--- src/rtl/sand_pkg.sv ---
// sand_pkg: register map and brush command layout shared by the falling-sand command path.
package sand_pkg;
  localparam int COORD_W = 8;
  localparam int RADIUS_W = 8;
  localparam int TYPE_W = 2;
  localparam logic [2:0] REG_X = 3'd0;
  localparam logic [2:0] REG_Y = 3'd1;
  localparam logic [2:0] REG_RAD = 3'd2;
  localparam logic [2:0] REG_TYP = 3'd3;
  localparam logic [2:0] REG_CMT = 3'd4;
  localparam logic [2:0] REG_STS = 3'd5;
  localparam logic [2:0] REG_DRP = 3'd6;
  typedef struct packed {
    logic [COORD_W-1:0] x;
    logic [COORD_W-1:0] y;
    logic [RADIUS_W-1:0] radius;
    logic [TYPE_W-1:0] ptype;
  } brush_cmd_t;
endpackage

--- src/rtl/sand_cmd_fifo.sv ---
// sand_cmd_fifo: show-ahead sync FIFO; a push into a full FIFO is taken only alongside a pop.
module sand_cmd_fifo #(
  parameter int W = 26,
  parameter int DEPTH = 8,
  localparam int AW = $clog2(DEPTH),
  localparam int CW = AW + 1
) (
  input  logic          clk,
  input  logic          rst_n,
  input  logic          push,
  input  logic          pop,
  input  logic [W-1:0]  din,
  output logic [W-1:0]  dout,
  output logic [CW-1:0] count,
  output logic          full,
  output logic          empty
);
  logic [W-1:0] mem [DEPTH];
  logic [AW-1:0] wr_ptr, rd_ptr;
  logic do_push, do_pop;
  assign empty = count == '0;
  assign full = count == CW'(DEPTH);
  assign do_pop = pop && !empty;
  assign do_push = push && (!full || do_pop);
  // head is masked while empty so stale or uninitialised entries never appear on the stream
  assign dout = empty ? '0 : mem[rd_ptr];
  always_ff @(posedge clk or negedge rst_n) begin
    if (!rst_n) begin
      wr_ptr <= '0;
      rd_ptr <= '0;
      count <= '0;
    end else begin
      wr_ptr <= do_push ? wr_ptr + AW'(1) : wr_ptr;
      rd_ptr <= do_pop ? rd_ptr + AW'(1) : rd_ptr;
      count <= count + CW'(do_push) - CW'(do_pop);
    end
  end
  always_ff @(posedge clk) begin
    if (do_push) mem[wr_ptr] <= din;
  end
endmodule

--- src/rtl/sand_cmd_regs.sv ---
// sand_cmd_regs: Avalon-MM brush register file feeding a queued valid/ready brush command stream.
module sand_cmd_regs
  import sand_pkg::*;
#(
  parameter int DATA_W = 16,
  parameter int COORD_W = sand_pkg::COORD_W,
  parameter int RADIUS_W = sand_pkg::RADIUS_W,
  parameter int TYPE_W = sand_pkg::TYPE_W,
  parameter int FIFO_DEPTH = 8
) (
  input  logic                clk,
  input  logic                rst_n,
  input  logic                chipselect,
  input  logic                write,
  input  logic                read,
  input  logic [2:0]          address,
  input  logic [DATA_W-1:0]   writedata,
  output logic [DATA_W-1:0]   readdata,
  output logic                cmd_valid,
  input  logic                cmd_ready,
  output logic [COORD_W-1:0]  cmd_x,
  output logic [COORD_W-1:0]  cmd_y,
  output logic [RADIUS_W-1:0] cmd_radius,
  output logic [TYPE_W-1:0]   cmd_type
);
  localparam int CW = $clog2(FIFO_DEPTH) + 1;
  localparam int CMD_W = 2 * COORD_W + RADIUS_W + TYPE_W;
  logic [COORD_W-1:0] x, y;
  logic [RADIUS_W-1:0] radius;
  logic [TYPE_W-1:0] ptype;
  logic overflow;
  logic [DATA_W-1:0] drop_cnt, rd_val;
  logic [CW-1:0] count;
  logic full, empty, wr, push, pop, clr, rejected;
  logic unused_wd;
  assign unused_wd = &{1'b0, writedata};
  assign wr = chipselect && write;
  assign push = wr && address == REG_CMT;
  assign clr = wr && address == REG_STS && writedata[0];
  assign pop = cmd_valid && cmd_ready;
  assign rejected = push && full && !pop;
  assign cmd_valid = !empty;
  sand_cmd_fifo #(.W(CMD_W), .DEPTH(FIFO_DEPTH)) u_fifo (
    .clk(clk),
    .rst_n(rst_n),
    .push(push),
    .pop(pop),
    .din({x, y, radius, ptype}),
    .dout({cmd_x, cmd_y, cmd_radius, cmd_type}),
    .count(count),
    .full(full),
    .empty(empty)
  );
  always_comb begin
    rd_val = '0;
    case (address)
      REG_X: rd_val = DATA_W'(x);
      REG_Y: rd_val = DATA_W'(y);
      REG_RAD: rd_val = DATA_W'(radius);
      REG_TYP: rd_val = DATA_W'(ptype);
      REG_STS: rd_val = DATA_W'({overflow, full, empty, count});
      REG_DRP: rd_val = drop_cnt;
      default: rd_val = '0;
    endcase
  end
  always_ff @(posedge clk or negedge rst_n) begin
    if (!rst_n) begin
      x <= '0;
      y <= '0;
      radius <= '0;
      ptype <= '0;
      overflow <= 1'b0;
      drop_cnt <= '0;
      readdata <= '0;
    end else begin
      x <= wr && address == REG_X ? writedata[COORD_W-1:0] : x;
      y <= wr && address == REG_Y ? writedata[COORD_W-1:0] : y;
      radius <= wr && address == REG_RAD ? writedata[RADIUS_W-1:0] : radius;
      ptype <= wr && address == REG_TYP ? writedata[TYPE_W-1:0] : ptype;
      overflow <= clr ? 1'b0 : rejected ? 1'b1 : overflow;
      drop_cnt <= clr ? '0 : rejected && drop_cnt != '1 ? drop_cnt + DATA_W'(1) : drop_cnt;
      readdata <= chipselect && read ? rd_val : readdata;
    end
  end
endmodule

--- config.mk ---
export PLATFORM = sky130hd
export DESIGN_NAME = sand_cmd_regs
export DESIGN_NICKNAME = d
export VERILOG_FILES = /design/src/rtl/sand_pkg.sv /design/src/rtl/sand_cmd_fifo.sv /design/src/rtl/sand_cmd_regs.sv
export SDC_FILE = /design/constraint.sdc
export NUM_CORES = 1
export LEC_CHECK = 0
export BUFFER_PORTS_ARGS = -buffer_cell sky130_fd_sc_hd__buf_2
export CORE_AREA = 2 2 135 137
export CTS_CLUSTER_SIZE = 30
export DETAILED_ROUTE_END_ITERATION = 8
export DIE_AREA = 0 0 137 139
export PLACE_DENSITY = 0.9
export SKIP_LAST_GASP = 1
export SYNTH_ARGS = -nofsm -noshare
export SYNTH_HDL_FRONTEND = slang
export SYNTH_HIERARCHICAL = 1
export SYNTH_SLANG_ARGS = --single-unit
--- constraint.sdc ---
create_clock -name clk -period 8.25 [get_ports clk]
set_input_delay 0.4125 -clock clk [delete_from_list [all_inputs] [get_ports clk]]
set_output_delay 0.4125 -clock clk [all_outputs]
set_load 0.02 [all_outputs]
== Word-level counts from Yosys, hierarchy flattened ==
Memories as Yosys holds them, arrays and structs flattened.
Cells that the tools add are included.

* Output and inout port bits: 43
* Register bits: 69
* Input port bits: 25
* Memories: 1
* Logic and storage cells: 55
* Bits in writable memories: 208

* Eq/ne operators: 8
* Add/sub/neg operators: 5
* Reductions and logical operators: 23
* Mux-type cells: 8

{| class="wikitable"
|+ Memory list
! memory !! depth !! bits a word !! read ports !! clocked after memory_dff !! write ports !! RTL line !! text
|-
| u_fifo.mem || 8 || 26 || 1 || 0 || 1 || sand_cmd_fifo.sv:18 || <nowiki>logic [W-1:0] mem [DEPTH];</nowiki>
|}

{| class="wikitable"
|+ Operators with widths
! cell !! number
|-
| $pmux 16 s6 || 1
|-
| $mux 16 || 2
|-
| $mux 26 || 1
|-
| $add 16x1->16 const B || 1
|-
| $ne 16x16->1 const B || 1
|-
| $logic_and 1x1->1 || 15
|-
| $eq 3x3->1 const B || 3
|-
| $add 3x1->3 const B || 2
|-
| $eq 3x2->1 const B || 2
|-
| $add 4x1->4 || 1
|-
| $eq 4x4->1 const B || 1
|-
| $logic_not 4->1 || 1
|-
| $mux 1 || 4
|-
| $reduce_bool 2->1 || 2
|-
| $sub 4x1->4 || 1
|-
| $eq 3x1->1 const B || 1
|-
| $logic_not 1->1 || 3
|-
| $logic_not 3->1 || 1
|-
| $logic_or 1x1->1 || 1
|}

== Depth between registers and ports, before layout ==
* Depth in word-level cells: 8
* Mapped depth: 11
* Gate-level depth less buffers: 11

== Cells and area by module ==
Netlist, hierarchy kept.

{| class="wikitable"
|+ By module, submodules not included
! module !! instances !! area an instance (µm²) !! seq. area each (µm²) !! cells an instance
|-
| sand_cmd_fifo || 1 || 8401.8 || 6496.2 || 363
|-
| sand_cmd_regs || 1 || 2920.3 || 1476.4 || 261
|}

== Worst setup path after synthesis ==
Ideal clock, no wire load.

* Kind: register -> register
* Start point: register u_fifo.count[2]
* End point: memory u_fifo.mem[0][0], enable pin
* Setup slack: 3.766 ns
* Period minus slack after synthesis: 4.484 ns
* Buffers on the path: 0
* Cell stages (with the launch flop): 9
* Arrival time: 4.009 ns
* Data required time: 7.775 ns
* Cells stage by stage: dfrtp_1 -> inv_1 -> ha_1 -> or3b_4 -> inv_1 -> nor2b_1 -> nor2b_1 -> o21ai_4 -> nor4_1

* Longest elaborated chain between the ends: 8
* Elaborated cells between the ends (all ways): 10
* Those cells by class: 1 x eq/ne; 2 x mux; 7 x reduce/logical

{| class="wikitable"
|+ Ends and longest elaborated chain
! element !! RTL line !! text
|-
| start, declared || sand_cmd_fifo.sv:14 || <nowiki>output logic [CW-1:0] count,</nowiki>
|-
| start signal, assigned || sand_cmd_fifo.sv:35 || <nowiki>count <= count + CW'(do_push) - CW'(do_pop);</nowiki>
|-
| $logic_not 4->1 || sand_cmd_fifo.sv:21 || <nowiki>assign empty = count == '0;</nowiki>
|-
| via empty || sand_cmd_regs.sv:34 || <nowiki>logic full, empty, wr, push, pop, clr, rejected;</nowiki>
|-
| $logic_not 1->1 || sand_cmd_regs.sv:42 || <nowiki>assign cmd_valid = !empty;</nowiki>
|-
| $logic_and 1x1->1 || sand_cmd_regs.sv:40 || <nowiki>assign pop = cmd_valid && cmd_ready;</nowiki>
|-
| via pop || sand_cmd_regs.sv:34 ||
|-
| $logic_and 1x1->1 || sand_cmd_fifo.sv:23 || <nowiki>assign do_pop = pop && !empty;</nowiki>
|-
| $logic_or 1x1->1 || sand_cmd_fifo.sv:24 || <nowiki>assign do_push = push && (!full || do_pop);</nowiki>
|-
| $logic_and 1x1->1 || sand_cmd_fifo.sv:24 ||
|-
| $mux 1 || sand_cmd_fifo.sv:39 || <nowiki>if (do_push) mem[wr_ptr] <= din;</nowiki>
|-
| $mux 1 (not written as such) || sand_cmd_fifo.sv:39 ||
|-
| end, declared || sand_cmd_fifo.sv:18 ||
|}

The timed path passes the listed nets, and every way through them passes these cells.

== Worst setup path after layout ==
* Start point: register u_fifo.rd_ptr[0]
* End point: output cmd_x[1]

* Longest elaborated chain between the ends: 2

{| class="wikitable"
|+ Ends and longest elaborated chain
! element !! RTL line !! text
|-
| start, declared || sand_cmd_fifo.sv:19 || <nowiki>logic [AW-1:0] wr_ptr, rd_ptr;</nowiki>
|-
| start signal, assigned || sand_cmd_fifo.sv:34 || <nowiki>rd_ptr <= do_pop ? rd_ptr + AW'(1) : rd_ptr;</nowiki>
|-
| $mem_v2 8x26 || - ||
|-
| $mux 26 || sand_cmd_fifo.sv:26 || <nowiki>assign dout = empty ? '0 : mem[rd_ptr];</nowiki>
|-
| end, declared || sand_cmd_regs.sv:21 || <nowiki>output logic [COORD_W-1:0] cmd_x,</nowiki>
|}

Every way passes these cells.

==> flow_results.xml <==
<?xml version="1.0" encoding="UTF-8"?>
<metrics>
  <group name="synthesis">
    <metric name="ys.flop_type" unit="">edfxtp_1</metric>
    <metric name="syn-instance-count" unit="">624</metric>
    <metric name="post_synth_and_or_nand_nor_area_fraction" unit="%">5.43</metric>
    <metric name="yosys_warnings" unit="">6</metric>
    <metric name="ys_ff_latch" unit="">277</metric>
    <metric name="netlist.top_cell.by_area" unit="">edfxtp_1</metric>
    <metric name="synthMuxAreaShare" unit="%">14.5</metric>
    <metric name="synth-seq-area-share" unit="%">70.4</metric>
    <metric name="ys_top_cells_by_area" unit="">edfxtp_1 55%, dfrtp_1 15%, mux4_2 11%</metric>
    <metric name="postSynthNetCount" unit="">658</metric>
    <metric name="synth_area" unit="um2">11300</metric>
    <metric name="synth_compound_area_share" unit="%">5.85</metric>
    <metric name="synthXorXnorAreaFrac" unit="%">0.851</metric>
    <metric name="number_of_enable_type_register_cells_in_the_synthesized_netlist" unit="">208</metric>
    <metric name="ys_async_sr_fraction" unit="%">24.9</metric>
    <metric name="synthesis.area_per_instance" unit="um2">18.1</metric>
    <metric name="top_cell_type_s_share_of_synthesized_area" unit="%">55.2</metric>
    <metric name="synthAdderAreaFrac" unit="%">1.06</metric>
    <metric name="ys_types" unit="">63</metric>
    <metric name="main_combinational_cell_family_by_area_after_synthesis" unit="">multiplexers</metric>
  </group>
  <group name="clocking">
    <metric name="clkSlewWorstSetupHoldPaths" unit="ns">0.06</metric>
    <metric name="cts.repair_timing.setup_buffer_count" unit="">0</metric>
    <metric name="hold_buffers" unit="">0</metric>
    <metric name="tritoncts_num_sinks" unit="">277</metric>
    <metric name="clk_root_buffer_cell" unit="">clkbuf_16</metric>
    <metric name="cts-root-to-sink-buffers" unit="">3</metric>
    <metric name="tritoncts" unit="">yes</metric>
    <metric name="tritoncts.num_buffers" unit="">26</metric>
    <metric name="post_cts.resized_instances" unit="">0</metric>
    <metric name="htree_levels" unit="">1</metric>
    <metric name="clock_latency" unit="ns">0.52</metric>
  </group>
  <group name="place">
    <metric name="portBuffers" unit="">59</metric>
    <metric name="dpl.hpwl" unit="um">13900</metric>
    <metric name="placed_area" unit="um2">11800</metric>
    <metric name="place_congestion" unit="">0.813</metric>
    <metric name="post-place-ws" unit="ns">5.25</metric>
  </group>
  <group name="job">
    <metric name="cap_violations" unit="">0</metric>
  </group>
  <group name="global_route">
    <metric name="first_global_vias" unit="">6585</metric>
    <metric name="grt_max_degree" unit="">70</metric>
    <metric name="grt.total_usage" unit="%">27.2</metric>
    <metric name="global_route_wire_length_before_repair" unit="um">38400</metric>
    <metric name="antenna_found_initial" unit="">1</metric>
    <metric name="globalRouteOverflowTotal" unit="">0</metric>
  </group>
  <group name="floorplanning">
    <metric name="floorplan.die.width" unit="um">137</metric>
    <metric name="floorplan.rows" unit="">49</metric>
    <metric name="start_util" unit="%">64.1</metric>
    <metric name="ioPinCount" unit="">68</metric>
    <metric name="die_area" unit="um2">19000</metric>
    <metric name="core_region_area" unit="um2">17700</metric>
    <metric name="die_h" unit="um">139</metric>
  </group>
  <group name="timing">
    <metric name="post-route-worst-setup-slack" unit="ns">5.04</metric>
    <metric name="worst_hold_slack" unit="ns">0.0726</metric>
    <metric name="fin_crit_sh" unit="%">38.9</metric>
    <metric name="final-setup-viol-count" unit="">0</metric>
    <metric name="finalClockSkew" unit="ns">0.0139</metric>
    <metric name="worst_pin_slew" unit="ns">1.08</metric>
    <metric name="maxClockFrequency" unit="GHz">0.312</metric>
    <metric name="report.final.slew_viol_count" unit="">0</metric>
    <metric name="rsz0062_at_grt" unit="">no</metric>
    <metric name="final_report_hold_violation_count" unit="">0</metric>
    <metric name="timing.final.crit_period" unit="ns">3.21</metric>
    <metric name="rel_slew_slack" unit="%">27.9</metric>
    <metric name="setup-tns-final" unit="ns">0</metric>
  </group>
  <group name="routing">
    <metric name="finalWirelength" unit="um">24700</metric>
    <metric name="ant_nets" unit="">0</metric>
    <metric name="detailroute.via_count" unit="">6282</metric>
    <metric name="detailedRoute.firstPassIterationCount" unit="">5</metric>
    <metric name="drt_iter0_drc" unit="">707</metric>
    <metric name="detail_route.drc_violations" unit="">0</metric>
    <metric name="wl_per_cell" unit="um">26.3</metric>
    <metric name="drt-vias-per-instance" unit="">6.68</metric>
  </group>
  <group name="layout">
    <metric name="layout-drive-gt1-share" unit="%">29.9</metric>
    <metric name="net_count_of_the_finished_layout" unit="">726</metric>
    <metric name="syn2layout_area_growth" unit="%">12.6</metric>
    <metric name="final_core_utilization" unit="%">72.2</metric>
    <metric name="diodes" unit="">0</metric>
    <metric name="design_area" unit="um2">12700</metric>
    <metric name="mostFrequentLayoutCell" unit="">edfxtp_1</metric>
    <metric name="most-common-layout-cells" unit="">208 x edfxtp_1, 67 x dfrtp_1, 59 x buf_2</metric>
  </group>
  <group name="worst_setup_path">
    <metric name="timing.critical_path.to_type" unit="">output port</metric>
    <metric name="worst_ep_arrival_time" unit="ns">2.80</metric>
    <metric name="r2r-start" unit="">u_fifo/count[2]$_DFF_PN0_</metric>
    <metric name="critical-path-max-stage-delay" unit="ns">1.09</metric>
    <metric name="critical_path.max_fanout" unit="">54</metric>
    <metric name="worstSetupEndpoint" unit="">cmd_x[1]</metric>
    <metric name="r2r_end" unit="">u_fifo/mem[6][13]$_DFFE_PP_</metric>
    <metric name="reg2reg_setup_slack" unit="ns">5.22</metric>
    <metric name="timing.reg2reg.worst_path_depth" unit="">9</metric>
    <metric name="chain_of_cells_forming_the_critical_path" unit="">mux4_2 &gt; a22o_1 &gt; buf_2</metric>
    <metric name="kind_of_cell_with_the_highest_combined_delay_on_the_critical_path" unit="">flip-flops</metric>
    <metric name="timing.critical_path.from" unit="">u_fifo/rd_ptr[0]$_DFFE_PN0N_</metric>
    <metric name="critPathRequiredTime" unit="ns">7.84</metric>
    <metric name="cp_num_cells" unit="">3</metric>
    <metric name="timing_worst_setup_path_type" unit="">flip-flop to output port</metric>
    <metric name="startpoint_type" unit="">flip-flop</metric>
    <metric name="critical_path.n_buffers_inverters" unit="">1</metric>
    <metric name="critical_path.slowest_cell" unit="">dfrtp_4</metric>
  </group>
  <group name="power">
    <metric name="power-per-cell-area" unit="nW/um2">322</metric>
    <metric name="vdd.ir_drop.worst" unit="mV">0.231</metric>
    <metric name="power_leakage" unit="uW">0.00471</metric>
  </group>
  <group name="run_status">
    <metric name="status" unit="">finished clean</metric>
  </group>
  <group name="hold_path">
    <metric name="min_path_type" unit="">input port to asynchronous set/reset pin</metric>
  </group>
</metrics>
-- worst min-delay path by stage --
stage                                  startpoint  slack [ns]                       end  cells after the start
after detailed placement  readdata[3]$_DFFE_PN0P_        0.49   readdata[3]$_DFFE_PN0P_                      1
after CTS                                   rst_n        0.10  readdata[15]$_DFFE_PN0P_                      2
after global placement       overflow$_DFFE_PN0P_        0.48      overflow$_DFFE_PN0P_                      1
final                                       rst_n        0.07  drop_cnt[11]$_DFFE_PN0P_                      2
after floorplan                             rst_n        0.12   drop_cnt[0]$_DFFE_PN0P_                      0
after global routing                        rst_n        0.16   readdata[7]$_DFFE_PN0P_                      2
-- synthesized netlist by cell type, types with 2 or more instances --
cell and number:
mux4_2 53, mux2i_1 12, a21o_1 3, dfrtp_1 69, nor3_1 10, nor4_1 2, ha_1 8, buf_1 4
o211ai_1 3, a22oi_1 3, a31oi_1 4, or3_1 3, o22ai_1 4, a21oi_1 8, buf_6 7, buf_4 2
nand4_1 3, xor2_1 3, and3_1 2, a211oi_1 2, o21ai_0 8, nand2b_1 3, inv_1 10, and3b_1 3
nand3b_1 2, nand2_1 23, buf_2 7, or2_2 2, nor2_1 26, clkbuf_1 8, xnor2_1 8, nand3_1 11
mux2_2 28, nor2b_1 4, a22o_1 41, edfxtp_1 208
-- registers in the layout (all words and copies together) (netlist names), 4 cells and up --
name          cells
radius            8
y                 8
drop_cnt         16
u_fifo/mem      208
x                 8
readdata         16
u_fifo/count      4
-- per-layer routing --
| layer | up-vias | global-route usage (%) | part of all wire (%) |
|---|---|---|---|
| li1 | 2633 | - | - |
| met5 | - | 0 | 0.053 |
| met1 | 3247 | 38.5 | 38 |
| met4 | 2 | 9.22 | 2.9 |
| met3 | 57 | 4.31 | 8.4 |
| met2 | 343 | 44.0 | 51 |
-- kinds of logic after synthesis --
kind of cell,Yosys count
DFF,277
and+or+nand+nor,109
muxes,94
AOI/OAI and AO/OA,85
buffers and inverters,39
xor gates and xnor gates,11
adders and majority gates,9
-- stage by stage --
stage               std cells  total power [uW]
floorplan                 624              2590
global placement          893              2830
detailed placement        893              2880
CTS                       941              4130
global route              941              4270
finish                    941              4110
-- layout make-up --
type                       instances  area [um2]
sequential                       277        7980
fill                            1037        4910
multi-input combinational        308        3170
clock buffer                      33         729
timing repair buffer              69         370
tap                              229         287
clock inverter                    15         170
inverter                          10        37.5
-- power by group --
group / leakage [uW] / total [uW] / switching, uW / internal [uW]
combinational: 0.00149 / 987 / 505 / 482
sequential: 0.00277 / 1880 / 238 / 1640
clock: 0.000445 / 1240 / 495 / 749
total: 0.00471 / 4110 / 1240 / 2870
Power figures use the tool's default switching activity.
